$ cat config.mk
export PLATFORM = sky130hd
export DESIGN_NAME = seg7_scan
export DESIGN_NICKNAME = d
export VERILOG_FILES = /design/src/rtl/seg7_pkg.sv /design/src/rtl/seg7_prescaler.sv /design/src/rtl/seg7_scan.sv
export SDC_FILE = /design/constraint.sdc
export NUM_CORES = 1
export LEC_CHECK = 0
export ABC_CLOCK_PERIOD_IN_PS = 4600
export CAP_MARGIN = 40
export CORE_MARGIN = 2
export CORE_UTILIZATION = 50
export DETAILED_ROUTE_END_ITERATION = 16
export PLACE_DENSITY = 0.71
export SYNTH_ARGS = -nofsm -noshare
export SYNTH_HDL_FRONTEND = slang
export SYNTH_SLANG_ARGS = --single-unit
$ cat constraint.sdc
create_clock -name clk -period 4.6 [get_ports clk]
set_input_delay 0.46 -clock clk [delete_from_list [all_inputs] [get_ports clk]]
set_output_delay 0.46 -clock clk [all_outputs]
set_load 0.1 [all_outputs]
$ cat src/rtl/seg7_pkg.sv
// ---------------------------------------------------------------------------
// seg7_pkg
//   Shared types and helpers for the multiplexed seven-segment scan driver.
//   - bcd_t      : one BCD digit (codes 10-15 are legal inputs and are
//                  blanked by the downstream segment decoder).
//   - BLANK_CODE : code driven on bcd_out when a digit must show nothing.
//   - MAX_DIGITS : widest display the scan driver supports.
//   - onehot()   : digit index -> one-hot select vector (MAX_DIGITS wide,
//                  callers cast down to their own digit count).
// ---------------------------------------------------------------------------
package seg7_pkg;

  localparam int MAX_DIGITS = 8;

  typedef logic [3:0] bcd_t;

  localparam bcd_t BLANK_CODE = 4'hF;

  // Returns a vector with only bit 'idx' set.
  function automatic logic [MAX_DIGITS-1:0] onehot(input logic [2:0] idx);
    logic [MAX_DIGITS-1:0] vec;
    vec      = '0;
    vec[idx] = 1'b1;
    return vec;
  endfunction

endpackage : seg7_pkg

$ cat src/rtl/seg7_prescaler.sv
// ---------------------------------------------------------------------------
// seg7_prescaler
//   Free-running slot timer for the scan driver. Counts 0..DIV-1 and raises
//   tc for the single cycle in which the count sits at DIV-1, so one slot is
//   exactly DIV clocks long.
//
// Parameters
//   DIV  clocks per digit slot (>= 2)
//
// Ports
//   clk  in   single clock
//   rst  in   synchronous, active-high reset (count returns to 0)
//   tc   out  terminal-count strobe, high while count == DIV-1
// ---------------------------------------------------------------------------
module seg7_prescaler #(
  parameter int DIV = 50000
) (
  input  logic clk,
  input  logic rst,
  output logic tc
);

  localparam int CNT_W = (DIV > 1) ? $clog2(DIV) : 1;

  logic [CNT_W-1:0] cnt;

  // tc is decoded from the registered count, so it is a clean one-cycle
  // strobe that the top level samples on the edge that ends the slot.
  assign tc = (cnt == CNT_W'(DIV - 1));

  // Count up and wrap to zero on terminal count.
  always_ff @(posedge clk) begin
    if (rst) begin
      cnt <= '0;
    end else if (tc) begin
      cnt <= '0;
    end else begin
      cnt <= cnt + CNT_W'(1);
    end
  end

endmodule : seg7_prescaler

$ cat src/rtl/seg7_scan.sv
// ---------------------------------------------------------------------------
// seg7_scan
//   Multiplexed scan driver for a DIGITS-digit seven-segment display.
//   Cycles through the stored digits one slot (DIV clocks) at a time and
//   presents the selected digit's BCD code, decimal point and one-hot
//   enable. New data is staged in a pending register and only committed
//   when the scan wraps from the last digit back to digit 0, so a single
//   frame never mixes old and new values.
//
// Parameters
//   DIGITS  number of digits scanned (2..8)
//   DIV     clocks per digit slot (>= 2)
//
// Ports
//   clk      in   single clock
//   rst      in   synchronous, active-high reset
//   load     in   capture din/dp_in into the pending register this cycle
//   din      in   BCD digits, din[3:0] is digit 0 (rightmost)
//   dp_in    in   decimal-point flags, bit i belongs to digit i
//   bcd_out  out  BCD code of the selected digit (to the segment decoder)
//   dp_out   out  decimal point of the selected digit
//   sel      out  one-hot digit enable, active high
//   frame    out  one-cycle pulse in the first cycle of each new frame
//
// Build options
//   LZ_BLANK_EN  when defined, leading zeros (from the top digit down, never
//                digit 0) are shown as BLANK_CODE with the decimal point off.
// ---------------------------------------------------------------------------
module seg7_scan
  import seg7_pkg::*;
#(
  parameter int DIGITS = 4,
  parameter int DIV    = 50000
) (
  input  logic                clk,
  input  logic                rst,
  input  logic                load,
  input  logic [4*DIGITS-1:0] din,
  input  logic [DIGITS-1:0]   dp_in,
  output logic [3:0]          bcd_out,
  output logic                dp_out,
  output logic [DIGITS-1:0]   sel,
  output logic                frame
);

  localparam int IDX_W = $clog2(DIGITS);
  localparam logic [IDX_W-1:0] LAST_IDX = IDX_W'(DIGITS - 1);

  logic                tc;
  logic                wrap;
  logic                wrap_d;
  logic [IDX_W-1:0]    idx;

  logic [4*DIGITS-1:0] disp_digits;
  logic [DIGITS-1:0]   disp_dp;
  logic [4*DIGITS-1:0] pend_digits;
  logic [DIGITS-1:0]   pend_dp;
  logic                pend_vld;

  logic [DIGITS-1:0]   blank;
  bcd_t                cur_bcd;
  logic                cur_dp;
  logic [DIGITS-1:0]   cur_sel;

  seg7_prescaler #(
    .DIV (DIV)
  ) u_prescaler (
    .clk (clk),
    .rst (rst),
    .tc  (tc)
  );

  // The wrap slot is the last cycle of the last digit: the frame boundary
  // where pending data may be committed.
  assign wrap = tc && (idx == LAST_IDX);

  // Digit index: advances once per slot, wrapping back to digit 0.
  always_ff @(posedge clk) begin
    if (rst) begin
      idx <= '0;
    end else if (tc) begin
      if (idx == LAST_IDX) begin
        idx <= '0;
      end else begin
        idx <= idx + IDX_W'(1);
      end
    end
  end

  // Display and pending registers. A load on the wrap cycle bypasses the
  // pending stage entirely, so whatever was pending before is dropped;
  // otherwise a pending value is committed at the wrap and a load simply
  // overwrites pending (last load wins).
  always_ff @(posedge clk) begin
    if (rst) begin
      disp_digits <= '0;
      disp_dp     <= '0;
      pend_digits <= '0;
      pend_dp     <= '0;
      pend_vld    <= 1'b0;
    end else if (wrap && load) begin
      disp_digits <= din;
      disp_dp     <= dp_in;
      pend_vld    <= 1'b0;
    end else begin
      if (wrap && pend_vld) begin
        disp_digits <= pend_digits;
        disp_dp     <= pend_dp;
        pend_vld    <= 1'b0;
      end
      if (load) begin
        pend_digits <= din;
        pend_dp     <= dp_in;
        pend_vld    <= 1'b1;
      end
    end
  end

  // Leading-zero mask, derived from the committed display only. Walking
  // down from the top digit, a digit is blanked while it and everything
  // above it are zero; digit 0 always shows.
`ifdef LZ_BLANK_EN
  always_comb begin
    logic zero_above;
    blank      = '0;
    zero_above = 1'b1;
    for (int i = DIGITS - 1; i >= 1; i--) begin
      zero_above = zero_above && (disp_digits[4*i +: 4] == 4'h0);
      blank[i]   = zero_above;
    end
  end
`else
  always_comb begin
    blank = '0;
  end
`endif

  // Select the current digit and apply blanking.
  always_comb begin
    cur_sel = DIGITS'(onehot(3'(idx)));
    cur_bcd = disp_digits[4*idx +: 4];
    cur_dp  = disp_dp[idx];
    if (blank[idx]) begin
      cur_bcd = BLANK_CODE;
      cur_dp  = 1'b0;
    end
  end

  // Output registers. They sample the current index, so outputs trail the
  // index by one clock; this keeps every slot, including the first one
  // after reset, exactly DIV cycles long. wrap_d delays the wrap strobe so
  // frame lines up with the first cycle that shows digit 0 of the new frame.
  always_ff @(posedge clk) begin
    if (rst) begin
      sel     <= '0;
      bcd_out <= BLANK_CODE;
      dp_out  <= 1'b0;
      frame   <= 1'b0;
      wrap_d  <= 1'b0;
    end else begin
      sel     <= cur_sel;
      bcd_out <= cur_bcd;
      dp_out  <= cur_dp;
      frame   <= wrap_d;
      wrap_d  <= wrap;
    end
  end

endmodule : seg7_scan

# Word level (Yosys, flattened, before mapping)
# Index checks and enable logic that the tools add are counted.
# totals
reg_bits	70
out_inout_bits	10
# classes
add_sub_neg	2
order_cmp	3
n_eq_ne	2
n_shift	1
n_mux	13
bitwise_logic	1
n_reduce_logical	10
# ops
cell	n
2-to-1 mux 16 bit	2
adder 16 x 1 -> 16 bit (second input constant)	1
equality test 16 bit (second input constant)	1
variable part select 16 x 5 -> 4 bit	1
2-to-1 mux 4 bit	2
OR reduction 2 bit	3
2-to-1 mux 1 bit	5
binary-select mux 1 bit (select 2 bit)	2
logical AND 1 bit	4
< comparator 2 x 4 -> 1 bit (second input constant)	1
nonzero test 2 bit	2
< comparator 2 x 3 -> 1 bit (second input constant)	1
adder 2 x 1 -> 2 bit (second input constant)	1
demux 1 bit (select 2 bit)	1
equality test 2 bit (second input constant)	1
greater-or-equal comparator 2 x 1 -> 1 bit (second input constant)	1
2-to-1 mux 2 bit	1
AND reduction 2 bit	1
NOT 1 bit	1

# Depth between registers and ports, before layout
# logic_depth
depth_word	5
ltp_mapped	6
mapped_depth_nobuf	5

# Cells and area by module
# From an unflattened synthesis, not the netlist that was laid out.
# unflattened
cells_unflattened	323
area_unflattened_um2	2910.3
# by_module_without_submodules
mod	n_inst	cells_each	area_each_um2	seq_area_each_um2
seg7_scan	1	242	2199.6	1081.0
seg7_prescaler	1	81	710.7	320.3

# Least setup slack after synthesis
# No wires, ideal clock.
# synth_timing
path_kind	register to register
start	register u_prescaler.cnt[11]
end	register u_prescaler.cnt[10]
setup_ps	117
arrival_time_ps	1852
required_ps	4483
setup_slack_ps	2631
stages_incl_launch_ff	6
synth_period_minus_slack_ps	1969
path_cell_list	dfxtp_1 -> or4b_1 -> or4_4 -> nand2b_1 -> buf_2 -> nor2_1
# synth_between
elab_chain_len	2
# synth_rtl
element	line_no	text
start, declared	seg7_prescaler.sv:25	logic [CNT_W-1:0] cnt;
start signal, assigned	seg7_prescaler.sv:38	cnt <= cnt + CNT_W'(1);
equality test 16 bit	seg7_prescaler.sv:29	assign tc = (cnt == CNT_W'(DIV - 1));
OR reduction 2 bit (no line)	n/a	
# No other way between the ends.
# A chain may end at the register's enable or synchronous reset.

# Worst setup path after layout
# layout_timing
start	input load
end	register disp_digits[6]
# layout_between
elab_chain_len	2
word_cells_on_any_way	3
# layout_rtl
element	line_no	text
start, declared	seg7_scan.sv:37	input logic load,
logical AND 1 bit (*)	seg7_scan.sv:101	end else if (wrap && load) begin
2-to-1 mux 16 bit or nonzero test 2 bit (tied branches)	n/a	
end signal, assigned	seg7_scan.sv:102	disp_digits <= din;
end signal, assigned	seg7_scan.sv:107	disp_digits <= pend_digits;
end, declared	seg7_scan.sv:54	logic [4*DIGITS-1:0] disp_digits;
# Mark *: on every way between the ends. The rest lies on a longest branch, timed or not.

==> out/metrics.cfg <==
[run_status]
status = complete, no violations

[power_and_ir_drop]
p_leak_nw = 1.36
powerDensity_mw_per_mm2 = 331
ir_drop_mv = 0.164

[clock_tree]
cts_setup_buffers = 0
clock-sinks = 70
clk_pin_slew_ns = 0.06
cts_buffers = 9
cts_hold_buf = 0
clk_path_buf_depth = 2
root_buffer = clkbuf_8
cts_tree = done
clk_latency_ns = 0.34
cts_resized = 0
htreeDepth = 3

[floorplan]
ioPinCount = 33
fp.dieW_um = 80.5
die-area_mm2 = 0.00649
rows = 27
start_util_pct = 52.5
die_h_um = 80.5
design.core.area_mm2 = 0.00557

[worst_setup_path]
rr_startpoint = idx[0]
critPathMaxFanout = 28
required_ns = 4.86
critical_path.cell_chain = clkdlybuf4s50_1 > nor2b_1 > buf_4 > a22o_1 > nand2_1 > a21oi_1
crit_family = buffers and inverters
criticalPathCategory = input pin to flip-flop
setup.worst_path.start_class = input pin
cp.depth = 6
r2r_slack_ns = 2.16
crit_path_start = load
slowest_delay_ns = 0.90
crit_path_top_delay_cell = clkdlybuf4s50_1
r2r_cells = 5
cp.arrival_ns = 2.74
endpoint_kind = flip-flop
worst-path-buf-inv = 2

[cells_and_area]
n_fill_cell = 477
layout-drive-gt1-share_pct = 11.9
final_util_pct = 65.7
regArea_mm2 = 0.00140
final_net_count = 385
multi_input_area_mm2 = 0.00143
n_antenna_cell = 0
synthToLayoutAreaGrowth_pct = 25.1

[min_path]
holdCritStartpoint = wrap_d
hold_depth = 1
hold_class = flip-flop to flip-flop

[timing]
fmax_ghz = 0.404
clock_skew_ns = 0.00736
worstMarginPinSlew_ns = 0.935
min_period_over_period_pct = 53.9
maxSlewViolCount = 0
finalHoldViolations = 0
tns_ns = 0
period_needed_ns = 2.48
relSlewSlack_pct = 37.4
setup_ws_ns = 2.12
setup_viol = 0
rsz0062_at_grt = false

[placed_design]
place_ws_ns = 1.82
place_congestion = 0.816
hpwl_mm = 4.08
io_buffers = 32

[logic_synthesis]
synth.top_cell.area_share_pct = 47.8
synth_edf_count = 0
yosys.area.top_type = dfxtp_1
syn-num-nets = 347
ys.flop_type = dfxtp_1
synth_seq_cells = 70
synthTopCellsByCount = 70 x dfxtp_1, 42 x nor2_1, 34 x nand2_1, 21 x a21oi_1, 21 x mux2i_1
seq_area_frac_synth_pct = 47.8
synth_most_common_cell = dfxtp_1
syn-cell-area_mm2 = 0.00293
netlist_instances = 319
async_flop_share_pct = 0
yosys-top-cells-area = dfxtp_1 48%, mux2i_1 7.2%, nor2_1 5.4%
synth_warnings = 0
synthDistinctLibCells = 31
syn_area_per_cell_um2 = 9.18

[routing]
drtPass1Iterations = 4
routed_via_density = 5.33
drt-wirelength-per-cell_um = 13.9
num_vias = 2309
ant_nets = 0
drc_errors = 0
wl_mm = 6.00
drtIter0Drc = 171

[global_routing]
grt.total_usage_pct = 20.8
grt_pass1_vias = 2273
grt_max_degree = 30
antenna_found_initial = 0
grt_pass1_wl_mm = 10.3
gr-total-overflow = 0

[flow_run]
maxCapViolations = 0

## sequential cells by signal, indices dropped and copies added (netlist names)
register / count
disp_digits: 16
pend_digits: 16
u_prescaler.cnt: 16
bcd_out: 4
disp_dp: 4
pend_dp: 4
sel: 4
idx: 2
dp_out: 1
frame: 1
pend_vld: 1
wrap_d: 1
## path summary, 6_finish.rpt
kind                                        to
worst max-delay path            disp_digits[6]
worst max register to register  disp_digits[6]
worst min register to register           frame
worst min-delay path                     frame
## cell type report
cell class	count	share of cell area, %
clock buffer	15	5.09
inverter	7	0.717
multi-input combinational	221	38.9
sequential	70	38.3
tap	72	2.46
timing repair buffer	48	14.6
## cells by family after synthesis
logic type,Yosys count,synth area share [%]
buffers and inverters,28,3.97
adder cells (fa/ha/maj),5,2.14
AND/OR/NAND/NOR,114,18.2
flip-flops,70,47.8
AO/OA/AOI/OAI,62,12.6
multiplexers,26,11.0
XOR/XNOR,14,4.19
## where the power goes
part | switching (W) | internal (W) | total [W] | leakage (nW)
sequential | 0.0000101 | 0.000622 | 0.000632 | 0.571
combinational | 0.0000612 | 0.0000534 | 0.000115 | 0.690
clock | 0.000212 | 0.000253 | 0.000465 | 0.0958
## worst reg2reg max path, stage by stage (launching register included)
cell and delay [ns]:
dfxtp_1 0.65, ha_1 0.29, nand4_1 0.18, or4_1 0.77
o21ai_0 0.31, a21oi_1 0.11
## cells in the final DEF, fill, tap and decap left out, types with 2 or more instances in the layout
cell and instances:
dfxtp_1 70, nor2_1 42, xor2_1 2, ha_1 5, nor2b_1 7, a22o_1 15, o21ai_1 6, o21ai_0 19
clkdlybuf4s50_1 31, a21oi_1 21, inv_1 7, nand4_1 5, clkbuf_8 13, nand3_1 5, clkbuf_1 2, nor3_1 3
mux2i_1 21, buf_4 4, buf_8 10, nor4_1 6, or2_2 4, nand2_1 34, mux4_2 5, xnor2_1 12
## per-stage QoR
step	std cells	hold slack (ns)	power, W	cell area [um^2]
3_3_place_gp	405	0.430	0.000745	3280
4_1_cts	433	0.442	0.00122	3660
6_report	433	0.435	0.00121	3660
2_1_floorplan	319	0.414	0.000710	2930
5_1_grt	433	0.463	0.00126	3660
3_5_place_dp	418	0.427	0.000760	3480
## layer usage
metal	part of all wire, %	vias up	global-route usage (%)
li1	-	1174	-
met1	51	1085	26.6
met2	44	40	33.4
met3	3.0	10	4.49
met4	1.8	0	9.66
met5	0	-	0
(Power assumes the default switching activity.)
